## config.mk

```make
export PLATFORM = sky130hd
export DESIGN_NAME = neural_network
export DESIGN_NICKNAME = d
export VERILOG_FILES = /design/src/rtl/nn_pkg.sv /design/src/rtl/nn_neuron.sv /design/src/rtl/neural_network.sv
export SDC_FILE = /design/constraint.sdc
export NUM_CORES = 1
export LEC_CHECK = 0
export BUFFER_PORTS_ARGS = -buffer_cell sky130_fd_sc_hd__buf_4
export CELL_PAD_IN_SITES_DETAIL_PLACEMENT = 0
export CELL_PAD_IN_SITES_GLOBAL_PLACEMENT = 1
export CORE_UTILIZATION = 47
export CTS_BUF_LIST = sky130_fd_sc_hd__clkbuf_16
export CTS_CLUSTER_SIZE = 10
export DETAILED_ROUTE_END_ITERATION = 10
export HOLD_SLACK_MARGIN = 0.1
export PLACE_DENSITY_LB_ADDON = 0.12
export REMOVE_ABC_BUFFERS = 1
export SETUP_SLACK_MARGIN = 0.5
export SKIP_LAST_GASP = 1
export SYNTH_ARGS = -nofsm -noshare
export SYNTH_HDL_FRONTEND = slang
export SYNTH_SLANG_ARGS = --single-unit
```

## constraint.sdc

```tcl
create_clock -name clk -period 9.2 [get_ports clk]
set_input_delay 0 -clock clk [delete_from_list [all_inputs] [get_ports clk]]
set_output_delay 0 -clock clk [all_outputs]
set_load 0.02 [all_outputs]
```

## src/rtl/nn_pkg.sv

```systemverilog
`default_nettype none
// ============================================================================
// Package     : nn_pkg
// Description : Shared sizes, FSM state type and neuron-record byte offsets
//               for the single-layer perceptron.
// Revision    : 1.0 - initial release
// ============================================================================
package nn_pkg;

    localparam int DATA_W    = 8;
    localparam int N         = 4;
    localparam int ACC_W     = 2*DATA_W + 2;
    localparam int K_W       = (N > 1) ? $clog2(N) : 1;

    // Each neuron record is 6 bytes: w0..w3 at the bottom, then bias, then threshold.
    localparam int REC_BYTES = N + 2;
    localparam int W_OFS     = 0;
    localparam int B_OFS     = N;
    localparam int TH_OFS    = N + 1;
    localparam int REC_BITS  = REC_BYTES*DATA_W;
    localparam int P_BYTES   = N*REC_BYTES;

    typedef enum logic [1:0] {
        LOAD_X  = 2'd0,
        LOAD_W  = 2'd1,
        COMPUTE = 2'd2
    } state_t;

endpackage : nn_pkg
`default_nettype wire

```

## src/rtl/nn_neuron.sv

```systemverilog
`default_nettype none
// ============================================================================
// Module      : nn_neuron
// Description : Combinational N-way multiply-accumulate with threshold
//               compare. Build option NN_THRESH_GE_EN selects acc >= th
//               instead of the default acc > th.
// Revision    : 1.0 - initial release
// ============================================================================
module nn_neuron
    import nn_pkg::*;
(
    input  logic [N*DATA_W-1:0] x_i,
    input  logic [N*DATA_W-1:0] w_i,
    input  logic [DATA_W-1:0]   b_i,
    input  logic [DATA_W-1:0]   th_i,
    output logic [ACC_W-1:0]    acc_o,
    output logic                fire_o
);

    logic [2*DATA_W-1:0] prod;

    always_comb begin
        prod  = '0;
        acc_o = ACC_W'(b_i);
        for (int i = 0; i < N; i++) begin
            prod  = x_i[i*DATA_W +: DATA_W] * w_i[i*DATA_W +: DATA_W];
            acc_o = acc_o + ACC_W'(prod);
        end
    end

`ifdef NN_THRESH_GE_EN
    assign fire_o = (acc_o >= ACC_W'(th_i));
`else
    assign fire_o = (acc_o > ACC_W'(th_i));
`endif

endmodule : nn_neuron
`default_nettype wire

```

## src/rtl/neural_network.sv

```systemverilog
`default_nettype none
// ============================================================================
// Module      : neural_network
// Description : Byte-serial 4-input / 4-neuron threshold perceptron. One
//               shared nn_neuron is time-multiplexed over the neurons.
//               Build option NN_THRESH_GE_EN (in nn_neuron) selects >= firing.
// Revision    : 1.0 - initial release
// ============================================================================
module neural_network
    import nn_pkg::*;
(
    input  logic              clk,
    input  logic              reset,
    input  logic              changes,
    input  logic [DATA_W-1:0] data_in,
    output logic [DATA_W-1:0] final_output
);

    state_t                   state_q;
    logic                     changes_q;
    logic [N*DATA_W-1:0]      x_q;
    logic [P_BYTES*DATA_W-1:0] p_q;
    logic [K_W-1:0]           k_q;
    logic [N-1:0]             fire_q;
    logic [DATA_W-1:0]        final_q;

    logic                     chg_rise;
    logic [N*DATA_W-1:0]      x_d;
    logic [P_BYTES*DATA_W-1:0] p_d;
    logic [REC_BITS-1:0]      rec;
    logic [N-1:0]             fire_d;
    logic [ACC_W-1:0]         acc_unused;
    logic                     fire;

    assign chg_rise = changes & ~changes_q;

    // Newest byte enters at the bottom, so the first byte sent ends up highest.
    assign x_d = {x_q[(N-1)*DATA_W-1:0], data_in};
    assign p_d = {p_q[(P_BYTES-1)*DATA_W-1:0], data_in};

    always_comb begin
        rec = '0;
        for (int r = 0; r < N; r++) begin
            if (k_q == K_W'(r)) begin
                rec = p_q[r*REC_BITS +: REC_BITS];
            end
        end
    end

    nn_neuron u_neuron (
        .x_i    (x_q),
        .w_i    (rec[W_OFS*DATA_W +: N*DATA_W]),
        .b_i    (rec[B_OFS*DATA_W +: DATA_W]),
        .th_i   (rec[TH_OFS*DATA_W +: DATA_W]),
        .acc_o  (acc_unused),
        .fire_o (fire)
    );

    always_comb begin
        fire_d      = fire_q;
        fire_d[k_q] = fire;
    end

    always_ff @(posedge clk or posedge reset) begin
        if (reset) begin
            state_q   <= LOAD_X;
            changes_q <= 1'b0;
            x_q       <= '0;
            p_q       <= '0;
            k_q       <= '0;
            fire_q    <= '0;
            final_q   <= '0;
        end else begin
            changes_q <= changes;
            case (state_q)
                LOAD_X: begin
                    if (chg_rise) begin
                        state_q <= LOAD_W;
                    end else begin
                        x_q <= x_d;
                    end
                end
                LOAD_W: begin
                    if (chg_rise) begin
                        state_q <= COMPUTE;
                        k_q     <= '0;
                        fire_q  <= '0;
                    end else begin
                        p_q <= p_d;
                    end
                end
                COMPUTE: begin
                    fire_q <= fire_d;
                    k_q    <= k_q + 1'b1;
                    if (k_q == K_W'(N-1)) begin
                        final_q <= DATA_W'(fire_d);
                        state_q <= LOAD_X;
                    end
                end
                default: state_q <= LOAD_X;
            endcase
        end
    end

    assign final_output = final_q;

endmodule : neural_network
`default_nettype wire

```

---- Yosys cells after proc, flatten, opt, wreduce, memory -nomap -nowiden ----
Index checks and enable logic that the tools add are counted.
storage, ports and cells
  bits in registers ....................... 237
  bits in latches ......................... 0
  RAM bits ................................ 0
  ROM bits ................................ 0
  output and inout bits ................... 8
  logic and storage cells ................. 54
  memories ................................ 0
cells by class
  $add $sub $neg .......................... 5
  $mul .................................... 4
  divide/modulo/power cells ............... 0
  order comparisons ....................... 3
  eq/ne operators ......................... 8
  shift-type cells ........................ 0
  muxes and demuxes ....................... 15
  bitwise gates (word level) .............. 3
  reductions and logical operators ........ 9
operators with widths
  cell                                                                number
  2-to-1 mux 48 bit                                                   4
  multiplier 8 x 8 -> 16 bit                                          4
  adder 18 x 16 -> 18 bit                                             3
  > comparator 18 x 8 -> 1 bit                                        1
  adder 8 x 16 -> 17 bit                                              1
  2-to-1 mux 2 bit                                                    4
  one-hot mux 4 bit (2 select lines)                                  1
  AND reduction 2 bit                                                 4
  == test 2 bit (second input constant)                               3
  inequality test 2 bit (second input constant)                       3
  one-hot mux 2 bit (3 select lines)                                  1
  bitwise mux 4 bit                                                   1
  == test 2 x 1 -> 1 bit (second input constant)                      2
  logical NOT 2 bit                                                   2
  2-to-1 mux 4 bit                                                    1
  one-hot mux 2 bit (2 select lines)                                  1
  < comparator 2 x 3 -> 1 bit (second input constant)                 1
  AND reduction 3 bit                                                 1
  adder 2 x 1 -> 2 bit (second input constant)                        1
  demux 1 bit (select 2 bit)                                          1
  greater-or-equal comparator 2 x 1 -> 1 bit (second input constant)  1
  inverter 1 bit                                                      2
  nonzero test 2 bit                                                  1
  AND 1 bit                                                           1
  other kinds (2)                                                     2

---- Longest topological paths before layout ----
Gate-level depths: netlist of the first run.
  depth after elaboration ................. 13
  gate-level depth with buffers ........... 44

---- Hierarchy ----
From an unflattened synthesis of the first run, not the netlist that was laid out.
unflattened totals
  cell total of the unflattened synthesis .. 1859
  area total of the unflattened synthesis .. 20739.9 sq um
modules (own cells, without submodules)
  module          times used  cells each  area an instance (sq um)
  neural_network  1           766         10908.0
  nn_neuron       1           1093        9831.9

---- Least setup slack after synthesis of the first run ----
Ideal clock, no wire load.
  path type ............................... register to register
  start point ............................. register k_q[0]
  end point ............................... register final_q[3], in the netlist final_output[3]
  library setup time ...................... 0.136 ns
  arrival ................................. 9.049 ns
  data required time ...................... 9.064 ns
  setup slack ............................. 0.015 ns
  cell stages (with the launch flop) ...... 40
  path buffers ............................ 4
  period minus slack after synthesis ...... 9.185 ns
  cell sequence ........................... dfrtp_1 -> inv_1 -> ha_1 -> clkbuf_1 -> clkbuf_1 -> buf_1 -> nand2_1 -> nor2_1 -> a21oi_1 -> nor2_1 -> a21oi_1 -> nor2_1 -> a21oi_1 -> fa_1 -> inv_1 -> fa_1 -> inv_1 -> fa_1 -> (+4 left out) -> a21boi_0 -> o21a_1 -> nor2_1 -> xnor2_1 -> fa_1 -> fa_1 -> fa_1 -> fa_1 -> inv_1 -> ha_1 -> buf_6 -> o21a_1 -> or3_1 -> a221o_1 -> a211o_1 -> nor4_1 -> nor4b_4 -> o21ai_0
between the ends
  word-level cells in the longest chain between the ends .. 12
  elaborated cells on any way between the ends .. 24
  those cells by class .................... 4 x add/sub; 4 x mul; 3 x order compare; 3 x eq/ne; 7 x mux; 3 x reduce/logical
RTL lines
  item                                  line                  source
  start: declaration                    neural_network.sv:23  logic [K_W-1:0] k_q;
  start signal: assignment              neural_network.sv:94  k_q <= k_q + 1'b1;
  logical NOT 2 bit                     neural_network.sv:44  if (k_q == K_W'(r)) begin
  2-to-1 mux 48 bit (4 in a row)        neural_network.sv:44
  multiplier 8 x 8 -> 16 bit            nn_neuron.sv:26       prod = x_i[i*DATA_W +: DATA_W] * w_i[i*DATA_W +: DATA_W];
  adder 8 x 16 -> 17 bit                nn_neuron.sv:27       acc_o = acc_o + ACC_W'(prod);
  adder 18 x 16 -> 18 bit (3 in a row)  nn_neuron.sv:27
  > comparator 18 x 8 -> 1 bit          nn_neuron.sv:34       assign fire_o = (acc_o > ACC_W'(th_i));
  bitwise mux 4 bit                     neural_network.sv:61  fire_d[k_q] = fire;
  end signal: assignment                neural_network.sv:96  final_q <= DATA_W'(fire_d);
  end: declaration                      neural_network.sv:25  logic [DATA_W-1:0] final_q;
Parallel ways exist; a longest one is shown, timed or not.
A chain may end at the register's enable or synchronous reset.

---- Worst setup path after layout of the first run ----
  start point ............................. register k_q[0]
  end point ............................... register final_q[0], in the netlist final_output[0]
Same word-level chain as after synthesis.

==> results of run 1 <==
==> cell type report <==
cell class / instances / area (um^2) / area share, %
clock buffers: 29 / 726 / 3.08
clock inverters: 13 / 96.3 / 0.409
inverters: 289 / 1090 / 4.65
multi-input cells: 1375 / 13400 / 57.0
flip-flops and latches: 236 / 5910 / 25.1
well taps: 539 / 674 / 2.86
repair buffers: 188 / 1630 / 6.93
==> state kept, by name, summed over array words and instances (netlist names) <==
| signal | flops |
|---|---|
| changes_q | 1 |
| final_output | 4 |
| fire_q | 3 |
| k_q | 2 |
| p_q | 192 |
| state_q | 2 |
| x_q | 32 |
==> cell usage in the layout (no fill, tap or decap), drive strengths merged, types with 110 or more instances in the layout <==
cell type and instances:
inv 296, dfrtp 236, mux2 224, fa 220, buf 176, nand2 171
ha 154, a21oi 146, nor2b 125, nor2 110
==> synth_stat cells (2+ instances only) <==
master / n
inv_1: 289
dfrtp_1: 236
mux2_2: 224
fa_1: 220
nand2_1: 171
ha_1: 154
a21oi_1: 146
nor2b_1: 125
nor2_1: 110
clkbuf_1: 55
and2_1: 38
buf_1: 27
nand2b_1: 24
o21ai_0: 21
o21ai_1: 21
nand3b_1: 16
xnor2_1: 15
o211ai_1: 7
o21a_1: 7
a21o_1: 6
mux2i_1: 6
nor3_1: 5
xor2_1: 5
a31oi_1: 4
buf_4: 4
nand3_1: 4
nor3b_1: 4
o22ai_1: 4
or3_1: 4
a211o_1: 3
and3_1: 3
nand4_1: 3
a211oi_1: 2
a311oi_1: 2
nor4_1: 2
==> worst reg2reg max path: cells and delay by family (launching register included) <==
kind	cells	cell delay, ns
adder cells (fa/ha/maj)	11	4.51
buffers and inverters	16	1.67
AO/OA/AOI/OAI	10	1.54
AND/OR/NAND/NOR	5	0.56
flip-flops	1	0.39
multiplexers	1	0.22
XOR/XNOR	1	0.07
==> path summary, 6_finish.rpt <==
check                                              end                  from  depth (start not counted)  slack (ns)
max                        final_output[0]$_DFFE_PP0P_    k_q[0]$_DFFE_PP0P_                         44        0.12
max in group asynchronous           x_q[5]$_DFFE_PP0P_                 reset                          5        7.02
min reg2reg                       p_q[189]$_DFFE_PP0P_  p_q[189]$_DFFE_PP0P_                          1        0.50
min                                 p_q[4]$_DFFE_PP0P_            data_in[4]                          3        0.22
min in group asynchronous          p_q[44]$_DFFE_PP0P_                 reset                          4        0.68
max reg2reg                final_output[0]$_DFFE_PP0P_    k_q[0]$_DFFE_PP0P_                         44        0.12
==> kinds of logic (layout without fill, tap and decap cells) <==
family,count (synthesis),count (layout),share of synthesized area [%]
xor+xnor,20,20,0.864
compound gates,233,233,6.35
mux,230,230,12.7
other cells,1,4,0.0185
flops,236,236,29.1
buf+inv,376,519,7.07
simple gates,514,514,12.6
fa+ha+maj,374,374,31.2
==> stage by stage <==
stage | util, % | std cells | TNS, ns
2_1_floorplan | - | 1900 | -8.43
3_3_place_gp | 51.5 | 2579 | -3.75
3_5_place_dp | 51.5 | 2579 | -4.80
4_1_cts | 55.4 | 2665 | 0
5_1_grt | 55.8 | 2669 | -2.00
6_report | 55.8 | 2669 | 0
==> routing by layer <==
layer,vias up,share of wire [%],wire length [um]
li1,6614,-,-
met3,53,3.0,1430
met4,0,1.6,791
met1,7041,48,23300
met5,-,0,0
met2,134,47,22600
==> what timing repair did <==
action,CTS,global route
gates cloned,2,0
pin swaps,69,28
buffers inserted,30,4
resized for setup,88,31
setup endpoints to repair,7,7
hold buffers,12,0
hold endpoints to repair,100,0
==> impl_results.html, run 1 <==
<table>
<tr><th>Metric</th><th>Value</th></tr>
<tr><th colspan="2">Clock tree</th></tr>
<tr><td>Clk Latency, worst-skew pair</td><td>0.57 ns</td></tr>
<tr><td>TritonCTS clock tree</td><td>yes</td></tr>
<tr><td>Clock edge transition at the registers on the reported setup and hold paths</td><td>0.06 ns</td></tr>
<tr><td>Clk sinks</td><td>236</td></tr>
<tr><td>CTS H-tree lvls</td><td>1</td></tr>
<tr><td>Number of clock buffers inserted by TritonCTS</td><td>29</td></tr>
<tr><td>Buffer depth of the longest clock path</td><td>3</td></tr>
<tr><td>Clock root cell</td><td>clkbuf_16</td></tr>
<tr><th colspan="2">Setup path</th></tr>
<tr><td>CP max FO</td><td>7</td></tr>
<tr><td>Worst setup SP type</td><td>flip-flop</td></tr>
<tr><td>Slowest cell on crit path</td><td>fa_1</td></tr>
<tr><td>WP buf/inv</td><td>16</td></tr>
<tr><td>Cell family contributing the most delay on the critical path</td><td>adder cells</td></tr>
<tr><td>Path type of the worst setup path</td><td>flip-flop to flip-flop</td></tr>
<tr><td>Worst path required time</td><td>9.65 ns</td></tr>
<tr><td>Worst stage delay on the critical path</td><td>0.52 ns</td></tr>
<tr><td>Endpoint kind of the worst setup timing path</td><td>flip-flop</td></tr>
<tr><td>Data arrival at the endpoint of the critical path</td><td>9.53 ns</td></tr>
<tr><td>Worst path most repeated cell</td><td>fa_1</td></tr>
<tr><th colspan="2">Yosys</th></tr>
<tr><td>Synth top area share</td><td>29.1%</td></tr>
<tr><td>Area of the mapped netlist</td><td>20300 um^2</td></tr>
<tr><td>Number of flops mapped to enable cells by yosys</td><td>0</td></tr>
<tr><td>Gate Count Post-Synth</td><td>1984</td></tr>
<tr><td>Yosys warning total</td><td>0</td></tr>
<tr><td>Ys async rst share</td><td>100%</td></tr>
<tr><td>Post-Syn Area per Cell</td><td>10.2 um^2</td></tr>
<tr><td>Total of flip-flops plus latches after synthesis</td><td>236</td></tr>
<tr><td>Most area-consuming cells after synthesis</td><td>dfrtp_1 (29%), fa_1 (22%), mux2_2 (12%), ha_1 (9.5%), inv_1 (5.4%)</td></tr>
<tr><td>Most area-hungry cell type in the Yosys netlist</td><td>dfrtp_1</td></tr>
<tr><td>Sequential area share after synthesis</td><td>29.1%</td></tr>
<tr><td>Number of different library cells in the post-synthesis netlist</td><td>52</td></tr>
<tr><td>Most frequently used flop master after synthesis</td><td>dfrtp_1</td></tr>
<tr><th colspan="2">Timing</th></tr>
<tr><td>Post-Route Hold Slack</td><td>0.220 ns</td></tr>
<tr><td>Maximum clock rate</td><td>110 MHz</td></tr>
<tr><td>Final period demand of the worst path</td><td>9.08 ns</td></tr>
<tr><td>Relative slew margins</td><td>27.5%</td></tr>
<tr><td>Largest clock skew in the final design</td><td>0.0154 ns</td></tr>
<tr><td>Number of setup violations in the final report</td><td>0</td></tr>
<tr><td>Period utilization</td><td>98.7%</td></tr>
<tr><td>Worst Max-Slew Pin Slew</td><td>1.09 ns</td></tr>
<tr><td>Number of hold-slack violations in the final timing report</td><td>0</td></tr>
<tr><td>Max Slew Vio Count</td><td>0</td></tr>
<tr><td>Unrepaired setup endpoints after global routing</td><td>yes</td></tr>
<tr><td>Worst path setup slack after routing</td><td>0.122 ns</td></tr>
<tr><th colspan="2">Global routing</th></tr>
<tr><td>Overall fraction of global-route tracks in use</td><td>23.0%</td></tr>
<tr><td>Met3 global-route usage</td><td>2.50%</td></tr>
<tr><td>Vias in the first global route</td><td>14900</td></tr>
<tr><td>Largest net degree at the start of global routing</td><td>85</td></tr>
<tr><td>Global-route wire length before repair</td><td>79400 um</td></tr>
<tr><td>Met1 layer usage reported by global route</td><td>33.0%</td></tr>
<tr><td>Grt peak-use layer</td><td>met2</td></tr>
<tr><td>Met2 routing resource usage after global routing</td><td>38.0%</td></tr>
<tr><td>Initial antenna violation count</td><td>1</td></tr>
<tr><td>Overflow after GRT</td><td>0</td></tr>
<tr><th colspan="2">Floorplan</th></tr>
<tr><td>Area of the core</td><td>42200 um^2</td></tr>
<tr><td>Starting utilization of the core area</td><td>48.0%</td></tr>
<tr><td>Die Wd</td><td>210 um</td></tr>
<tr><td>Ports placed on the boundary</td><td>19</td></tr>
<tr><td>Die H</td><td>210 um</td></tr>
<tr><td>Number of standard-cell rows in the floorplan</td><td>75</td></tr>
<tr><td>Area of the die</td><td>44000 um^2</td></tr>
<tr><th colspan="2">Detailed routing</th></tr>
<tr><td>Detailed-route via count</td><td>13800</td></tr>
<tr><td>Routed vias/inst</td><td>5.19</td></tr>
<tr><td>Violation count after the first detailed-route iteration</td><td>584</td></tr>
<tr><td>DR WL/cell</td><td>18.0 um</td></tr>
<tr><td>Total routed wirelength</td><td>48100 um</td></tr>
<tr><td>Router iterations before antenna repair</td><td>5</td></tr>
<tr><td>Antenna-violating nets left</td><td>0</td></tr>
<tr><td>Detailed-route DRC error count</td><td>0</td></tr>
<tr><th colspan="2">Placed design</th></tr>
<tr><td>Pre-CTS setup slack</td><td>-0.703 ns</td></tr>
<tr><td>PortBufs</td><td>14</td></tr>
<tr><td>Placer's final routability congestion estimate</td><td>0.839</td></tr>
<tr><td>Instance area at placement</td><td>21800 um^2</td></tr>
<tr><td>HPWL reported at the end of detailed placement</td><td>37400 um</td></tr>
<tr><th colspan="2">Final layout</th></tr>
<tr><td>Post-route cell area</td><td>23600 um^2</td></tr>
<tr><td>Filler cell count in the final layout</td><td>3786</td></tr>
<tr><td>Final net count</td><td>2504</td></tr>
<tr><td>Area growth syn-to-layout</td><td>16.2%</td></tr>
<tr><td>ANT cells</td><td>0</td></tr>
<tr><td>Proportion of layout cells with a drive suffix above 1</td><td>24.6%</td></tr>
<tr><th colspan="2">Outcome</th></tr>
<tr><td>Run status</td><td>completed</td></tr>
<tr><th colspan="2">Flow run</th></tr>
<tr><td>Reported max-cap violation count</td><td>0</td></tr>
<tr><th colspan="2">Min path</th></tr>
<tr><td>Worst hold path class</td><td>primary input to flip-flop</td></tr>
</table>
Power of run 1 is left out: the tool's default activity adds up to more than one toggle a clock period on the data nets, which glitch-free logic cannot reach.
==> run 2: changes to the inputs <==
CORE_UTILIZATION = 48   (was 47)
SYNTH_HIERARCHICAL = 1   (was default)
==> run 2 against run 1 <==
  * Worst setup slack improved by 0.27 ns
  * Highest routed layer unchanged
  * Hold slack worse by 0.13 ns
  * Critical path depth fell by 12
  * First-iteration DRC count is 31% higher
==> impl_results.html, run 2 <==
<table>
<tr><th>Metric</th><th>Value</th></tr>
<tr><th colspan="2">Timing</th></tr>
<tr><td>Unrepaired setup endpoints after global routing</td><td>yes</td></tr>
<tr><td>Final period demand of the worst path</td><td>8.81 ns (-0.270 ns)</td></tr>
<tr><td>Worst Max-Slew Pin Slew</td><td>1.09 ns (+0.00602 ns)</td></tr>
<tr><td>Relative slew margins</td><td>27.1% (-0.40 points)</td></tr>
<tr><td>Maximum clock rate</td><td>114 MHz (+3.1%)</td></tr>
<tr><td>Period utilization</td><td>95.7% (-2.9 points)</td></tr>
<tr><td>Number of setup violations in the final report</td><td>0 (unchanged)</td></tr>
<tr><td>Max Slew Vio Count</td><td>0 (unchanged)</td></tr>
<tr><td>Number of hold-slack violations in the final timing report</td><td>0 (unchanged)</td></tr>
<tr><td>Largest clock skew in the final design</td><td>0.0132 ns (-0.00215 ns)</td></tr>
<tr><td>Setup total negative slack</td><td>0 ns (unchanged)</td></tr>
<tr><td>Post-Route Hold Slack</td><td>0.0860 ns (-0.134 ns)</td></tr>
<tr><th colspan="2">Yosys</th></tr>
<tr><td>Area of the mapped netlist</td><td>20700 um^2 (+2.2%)</td></tr>
<tr><td>Gate Count Post-Synth</td><td>1854 (-6.6%)</td></tr>
<tr><td>Post-Syn Area per Cell</td><td>11.2 um^2 (+9.4%)</td></tr>
<tr><td>Yosys warning total</td><td>6 (+6)</td></tr>
<tr><th colspan="2">Final layout</th></tr>
<tr><td>Area growth syn-to-layout</td><td>15.4%</td></tr>
<tr><td>Number of flip-flops in the largest register</td><td>192 (unchanged)</td></tr>
<tr><td>Post-route cell area</td><td>23900 um^2 (+1.5%)</td></tr>
<tr><td>Largest Register</td><td>p_q</td></tr>
<tr><td>Final net count</td><td>2374 (-5.2%)</td></tr>
<tr><td>Proportion of layout cells with a drive suffix above 1</td><td>22.2% (-2.4 points)</td></tr>
<tr><td>Non-filler cells in the finished layout</td><td>2544 (-4.7%)</td></tr>
<tr><td>Most frequent cells in the layout</td><td>inv_1 (389), dfrtp_1 (235), fa_1 (220)</td></tr>
<tr><td>Most common cell after layout, fill and taps aside</td><td>inv_1</td></tr>
<tr><th colspan="2">Setup path</th></tr>
<tr><td>Cell family contributing the most delay on the critical path</td><td>adder cells</td></tr>
<tr><td>Endpoint kind of the worst setup timing path</td><td>flip-flop</td></tr>
<tr><td>CP max FO</td><td>19 (+12)</td></tr>
<tr><td>Slowest cell on crit path</td><td>fa_2</td></tr>
<tr><td>Worst path most repeated cell</td><td>fa_1</td></tr>
<tr><td>Data arrival at the endpoint of the critical path</td><td>9.27 ns (-0.26 ns)</td></tr>
<tr><td>Worst setup SP type</td><td>flip-flop</td></tr>
<tr><td>Worst path required time</td><td>9.66 ns (about the same)</td></tr>
<tr><td>WP buf/inv</td><td>11 (-5)</td></tr>
<tr><td>Worst stage delay on the critical path</td><td>0.60 ns (+0.08 ns)</td></tr>
<tr><td>Path type of the worst setup path</td><td>flip-flop to flip-flop</td></tr>
<tr><th colspan="2">Detailed routing</th></tr>
<tr><td>Violation count after the first detailed-route iteration</td><td>763 (+31%)</td></tr>
<tr><td>Detailed-route DRC error count</td><td>0 (unchanged)</td></tr>
<tr><td>Router iterations before antenna repair</td><td>5 (unchanged)</td></tr>
<tr><td>DR WL/cell</td><td>20.3 um (+12%)</td></tr>
<tr><td>Antenna-violating nets left</td><td>0 (unchanged)</td></tr>
<tr><td>Routed vias/inst</td><td>5.35 (+3.2%)</td></tr>
<tr><td>Total routed wirelength</td><td>51600 um (+7.2%)</td></tr>
<tr><td>Detailed-route via count</td><td>13600 (-1.7%)</td></tr>
<tr><th colspan="2">Outcome</th></tr>
<tr><td>Run status</td><td>completed</td></tr>
<tr><th colspan="2">Floorplan</th></tr>
<tr><td>Area of the core</td><td>42200 um^2 (unchanged)</td></tr>
<tr><td>Die H</td><td>210 um (about the same)</td></tr>
<tr><td>Area of the die</td><td>44000 um^2 (about the same)</td></tr>
<tr><td>Number of standard-cell rows in the floorplan</td><td>75 (unchanged)</td></tr>
<tr><td>Starting utilization of the core area</td><td>49.1% (+1.1 points)</td></tr>
<tr><td>Ports placed on the boundary</td><td>19 (unchanged)</td></tr>
<tr><td>Die Wd</td><td>210 um (about the same)</td></tr>
<tr><th colspan="2">Placed design</th></tr>
<tr><td>HPWL reported at the end of detailed placement</td><td>38300 um (+2.3%)</td></tr>
<tr><td>Placer's final routability congestion estimate</td><td>0.850 (+1.3%)</td></tr>
<tr><td>Instance area at placement</td><td>21900 um^2 (+0.48%)</td></tr>
<tr><td>PortBufs</td><td>14 (unchanged)</td></tr>
<tr><td>Number of placed instances with taps included</td><td>2442 (-5.3%)</td></tr>
<tr><th colspan="2">Clock tree</th></tr>
<tr><td>Clk Latency, worst-skew pair</td><td>0.58 ns (about the same)</td></tr>
<tr><td>Number of clock buffers inserted by TritonCTS</td><td>30 (+3.4%)</td></tr>
<tr><td>Clock root cell</td><td>clkbuf_16</td></tr>
<tr><td>TritonCTS clock tree</td><td>yes</td></tr>
<tr><td>Clock edge transition at the registers on the reported setup and hold paths</td><td>0.06 ns (about the same)</td></tr>
<tr><td>Buffer depth of the longest clock path</td><td>3 (unchanged)</td></tr>
<tr><td>CTS H-tree lvls</td><td>1 (unchanged)</td></tr>
<tr><td>Clk sinks</td><td>236 (unchanged)</td></tr>
<tr><th colspan="2">Global routing</th></tr>
<tr><td>Overall fraction of global-route tracks in use</td><td>24.9% (+1.8 points)</td></tr>
<tr><td>Overflow after GRT</td><td>0 (unchanged)</td></tr>
<tr><td>Global-route wire length before repair</td><td>85000 um (+7.1%)</td></tr>
<tr><td>Largest net degree at the start of global routing</td><td>133 (+56%)</td></tr>
<tr><td>Vias in the first global route</td><td>14900 (-0.16%)</td></tr>
<tr><td>Initial antenna violation count</td><td>0 (-1)</td></tr>
<tr><th colspan="2">Flow run</th></tr>
<tr><td>Reported max-cap violation count</td><td>0 (unchanged)</td></tr>
<tr><th colspan="2">Min path</th></tr>
<tr><td>Worst hold path class</td><td>primary input to asynchronous set/reset pin</td></tr>
</table>
## run 2: final cells by class
class	instances	area, um^2
antenna	1	2.50
clock buffer	30	751
clock inverter	16	109
fill	3652	18300
inverter	398	1500
multi-input combinational	1155	13300
sequential	236	5910
tap	539	674
timing repair buffer	169	1610
## run 2: routing by layer
metal  track usage [%]  wire length, um  vias up
met5                 0                0        -
met4              6.54             1440        0
met3              2.50             1900       76
met2              40.6            24400      250
met1              35.4            23800     7077
li1                  -                -     6209
## run 2: timing repair
action,4_1_cts,5_1_grt
gates resized for setup,71,59
hold endpoints to repair,122,0
endpoints found under the setup margin,7,7
hold buffers,11,0
gates cloned,5,0
buffers inserted,25,14
pin swaps,48,21
## run 2: worst paths after layout
path | from | end | slack (ns) | cells after the start
max in group asynchronous | reset | x_q[25]$_DFFE_PP0P_ | 7.59 | 4
worst min-delay path | reset | state_q[1]$_DFFE_PP0P_ | 0.09 | 3
worst max-delay path | k_q[1]$_DFFE_PP0P_ | final_output[1]$_DFFE_PP0P_ | 0.39 | 32
worst max register to register | k_q[1]$_DFFE_PP0P_ | final_output[1]$_DFFE_PP0P_ | 0.39 | 32
worst min register to register | final_output[3]$_DFFE_PP0P_ | final_output[3]$_DFFE_PP0P_ | 0.49 | 2
min in group clk | data_in[7] | x_q[7]$_DFFE_PP0P_ | 0.19 | 3
## run 2: worst min-delay path, cell delays in order
cell	delay (ns)
dlygate4sd3_1	0.54
buf_4	0.15
inv_8	0.45
## run 2: metrics by stage
stage                     utilization [%]  worst slack [ns]
final                                56.6             0.391
after global routing                 56.6            0.0651
after detailed placement             51.8           -0.0581
after CTS                            55.7             0.374
after global placement               51.8            0.0292
after floorplan                         -             -1.90
Power of run 2 is left out for the same reason.
==> run 3: changes to the inputs <==
CORE_UTILIZATION = 51   (was 48)
REMOVE_ABC_BUFFERS = default   (was 1)
clock period = 8.5 ns   (was 9.2 ns; I/O delays follow)
==> run 3 against run 2 <==
  * The flow now finishes with violations (negative setup slack)
  * Die area shrank 5.8%
  * Largest cell class unchanged
  * Worst setup slack lost 0.67 ns
  * Highest routed layer unchanged
  * Design area grew 1.8%
  * First-iteration DRC count shrank 10%
  * Sequential share of layout area shrank 0.43 points
  * Wire length shrank 0.35%
  * Via count shrank 0.12%
  * Critical path type unchanged
  * Critical path depth grew 1
  * Hold slack gained 0.091 ns
==> impl_results.html, run 3 (synthesized netlist as in run 2, its figures left out) <==
<table>
<tr><th>Metric</th><th>Value</th></tr>
<tr><th colspan="2">Outcome</th></tr>
<tr><td>Run status</td><td>finished, violations left</td></tr>
<tr><td>Failing checks</td><td>negative setup slack</td></tr>
<tr><th colspan="2">Final layout</th></tr>
<tr><td>Number of flip-flops in the largest register</td><td>192 (unchanged)</td></tr>
<tr><td>Most common cell after layout, fill and taps aside</td><td>inv_1</td></tr>
<tr><td>Largest Register</td><td>p_q</td></tr>
<tr><td>Proportion of layout cells with a drive suffix above 1</td><td>24.0% (+1.8 points)</td></tr>
<tr><td>Area growth syn-to-layout</td><td>17.4%</td></tr>
<tr><td>Final net count</td><td>2420 (+1.9%)</td></tr>
<tr><td>Most frequent cells in the layout</td><td>inv_1 (391), dfrtp_1 (235), fa_1 (228)</td></tr>
<tr><td>ANT cells</td><td>0 (-1)</td></tr>
<tr><th colspan="2">Timing</th></tr>
<tr><td>Period utilization</td><td>103% (+7.5 points)</td></tr>
<tr><td>Number of setup violations in the final report</td><td>7 (+7)</td></tr>
<tr><td>Final period demand of the worst path</td><td>8.78 ns (-0.0333 ns)</td></tr>
<tr><td>Unrepaired setup endpoints after global routing</td><td>yes</td></tr>
<tr><td>Worst Max-Slew Pin Slew</td><td>1.13 ns (+0.0381 ns)</td></tr>
<tr><td>Worst path setup slack after routing</td><td>-0.275 ns (-0.667 ns)</td></tr>
<tr><td>Number of hold-slack violations in the final timing report</td><td>0 (unchanged)</td></tr>
<tr><td>Maximum clock rate</td><td>114 MHz (+0.38%)</td></tr>
<tr><td>Largest clock skew in the final design</td><td>0.0159 ns (+0.00264 ns)</td></tr>
<tr><td>Max Slew Vio Count</td><td>0 (unchanged)</td></tr>
<tr><td>Post-Route Hold Slack</td><td>0.177 ns (+0.0907 ns)</td></tr>
<tr><td>Relative slew margins</td><td>24.5% (-2.5 points)</td></tr>
<tr><th colspan="2">Floorplan</th></tr>
<tr><td>Ports placed on the boundary</td><td>19 (unchanged)</td></tr>
<tr><td>Die Wd</td><td>204 um (-3.0%)</td></tr>
<tr><td>Number of standard-cell rows in the floorplan</td><td>73 (-2.7%)</td></tr>
<tr><td>Area of the core</td><td>39900 um^2 (-5.5%)</td></tr>
<tr><td>Area of the die</td><td>41400 um^2 (-5.8%)</td></tr>
<tr><td>Starting utilization of the core area</td><td>51.9% (+2.8 points)</td></tr>
<tr><td>Die H</td><td>204 um (-3.0%)</td></tr>
<tr><th colspan="2">Clock tree</th></tr>
<tr><td>Clk Latency, worst-skew pair</td><td>0.56 ns (-0.02 ns)</td></tr>
<tr><td>Clock root cell</td><td>clkbuf_16</td></tr>
<tr><td>TritonCTS clock tree</td><td>yes</td></tr>
<tr><td>Buffer depth of the longest clock path</td><td>3 (unchanged)</td></tr>
<tr><td>Number of clock buffers inserted by TritonCTS</td><td>29 (-3.3%)</td></tr>
<tr><td>Clock edge transition at the registers on the reported setup and hold paths</td><td>0.06 ns (about the same)</td></tr>
<tr><td>Clk sinks</td><td>236 (unchanged)</td></tr>
<tr><td>CTS H-tree lvls</td><td>1 (unchanged)</td></tr>
<tr><th colspan="2">Detailed routing</th></tr>
<tr><td>Total routed wirelength</td><td>51400 um (-0.35%)</td></tr>
<tr><td>Highest signal layer in the routed design</td><td>met4</td></tr>
<tr><td>Routed length on met2</td><td>23400 um (-4.4%)</td></tr>
<tr><td>Detailed-route via count</td><td>13600 (-0.12%)</td></tr>
<tr><td>Router iterations before antenna repair</td><td>5 (unchanged)</td></tr>
<tr><td>Routed vias/inst</td><td>5.29 (-1.1%)</td></tr>
<tr><td>DR WL/cell</td><td>20.0 um (-1.3%)</td></tr>
<tr><td>Violation count after the first detailed-route iteration</td><td>685 (-10%)</td></tr>
<tr><td>Antenna-violating nets left</td><td>0 (unchanged)</td></tr>
<tr><td>Total length of routed met3 wires</td><td>2590 um (+37%)</td></tr>
<tr><td>Detailed-route DRC error count</td><td>0 (unchanged)</td></tr>
<tr><td>Met1 Routed Length</td><td>23700 um (-0.42%)</td></tr>
<tr><th colspan="2">Setup path</th></tr>
<tr><td>Data arrival at the endpoint of the critical path</td><td>9.22 ns (-0.05 ns)</td></tr>
<tr><td>Slowest cell on crit path</td><td>fa_2</td></tr>
<tr><td>Path type of the worst setup path</td><td>flip-flop to flip-flop</td></tr>
<tr><td>Endpoint kind of the worst setup timing path</td><td>flip-flop</td></tr>
<tr><td>Worst path most repeated cell</td><td>fa_1</td></tr>
<tr><td>Worst stage delay on the critical path</td><td>0.59 ns (about the same)</td></tr>
<tr><td>CP max FO</td><td>8 (-11)</td></tr>
<tr><td>Worst path required time</td><td>8.94 ns (-0.72 ns)</td></tr>
<tr><td>Worst setup SP type</td><td>flip-flop</td></tr>
<tr><th colspan="2">Placed design</th></tr>
<tr><td>HPWL reported at the end of detailed placement</td><td>39100 um (+2.0%)</td></tr>
<tr><td>PortBufs</td><td>14 (unchanged)</td></tr>
<tr><td>Placer's final routability congestion estimate</td><td>0.872 (+2.7%)</td></tr>
<tr><th colspan="2">Global routing</th></tr>
<tr><td>Overall fraction of global-route tracks in use</td><td>26.2% (+1.3 points)</td></tr>
<tr><td>Global-route wire length before repair</td><td>83500 um (-1.8%)</td></tr>
<tr><td>Initial antenna violation count</td><td>1 (+1)</td></tr>
<tr><td>Overflow after GRT</td><td>0 (unchanged)</td></tr>
<tr><td>Largest net degree at the start of global routing</td><td>133 (unchanged)</td></tr>
<tr><td>Vias in the first global route</td><td>14800 (-0.40%)</td></tr>
<tr><th colspan="2">Flow run</th></tr>
<tr><td>Reported max-cap violation count</td><td>0 (unchanged)</td></tr>
<tr><th colspan="2">Min path</th></tr>
<tr><td>Worst hold path class</td><td>primary input to asynchronous set/reset pin</td></tr>
</table>
run 3: changes by cell type in the layout (fill, tap and decap cells not counted), moves of 4 or more:
cell,change
nand2_1,+4
a22oi_1,-9
nor3_1,-5
fa_2,-8
fa_1,+8
nor3_2,+5
inv_2,-6
a221oi_1,-7
buf_4,+45
a22oi_2,+9
a221oi_4,+7
buf_12,+5
run 3: timing repair:
action	4_1_cts	5_1_grt
endpoints found under the hold margin	137	0
setup buffers	24	11
hold buffers	11	0
resized for setup	30	44
endpoints found under the setup margin	7	7
pin swaps	16	9
cloned	1	1
run 3: final timing paths:
kind / from / end / slack, ns / cells past startpoint
worst min-delay path: reset / p_q[4]$_DFFE_PP0P_ / 0.18 / 3
worst max-delay path: k_q[0]$_DFFE_PP0P_ / fire_q[2]$_DFFE_PP0P_ / -0.28 / 33
worst min register to register: final_output[3]$_DFFE_PP0P_ / final_output[3]$_DFFE_PP0P_ / 0.49 / 2
max in group asynchronous: reset / k_q[0]$_DFFE_PP0P_ / 6.87 / 4
min in group clk: data_in[2] / x_q[2]$_DFFE_PP0P_ / 0.23 / 3
worst max register to register: k_q[0]$_DFFE_PP0P_ / fire_q[2]$_DFFE_PP0P_ / -0.28 / 33
run 3: area by class of cell:
cell class              instances  area, um^2
fillers                      3305       15600
multi-input cells            1155       13500
flip-flops and latches        236        5910
repair buffers                216        1980
inverters                     398        1500
clock buffers                  29         726
well taps                     525         657
clock inverters                 9        67.6
run 3: critical path: cells and delay by family, from the launching register on:
family	cells	cell delay, ns
AND/OR/NAND/NOR	5	1.01
buffers and inverters	8	0.87
AO/OA/AOI/OAI	8	1.28
flip-flops	1	0.45
adder cells (fa/ha/maj)	11	4.88
XOR/XNOR	1	0.13
run 3: per-layer routing:
layer / up-vias / track usage (%)
li1: 6297 / -
met1: 6999 / 36.8
met2: 220 / 41.1
met3: 79 / 5.11
met4: 0 / 7.68
met5: - / 0
run 3: per-stage QoR:
stage                     cells  util (%)  setup slack, ns  setup TNS, ns  cell area, um^2
after floorplan            1857         -            0.354              0            21200
after global placement     2482      56.9           -0.231          -1.40            22700
after detailed placement   2482      56.9           -0.354          -2.10            22700
after CTS                  2556      60.1           -0.226          -1.28            24000
after global routing       2568      60.9           -0.602          -3.78            24300
final                      2568      60.9           -0.275          -1.69            24300
Power of run 3 is left out for the same reason.
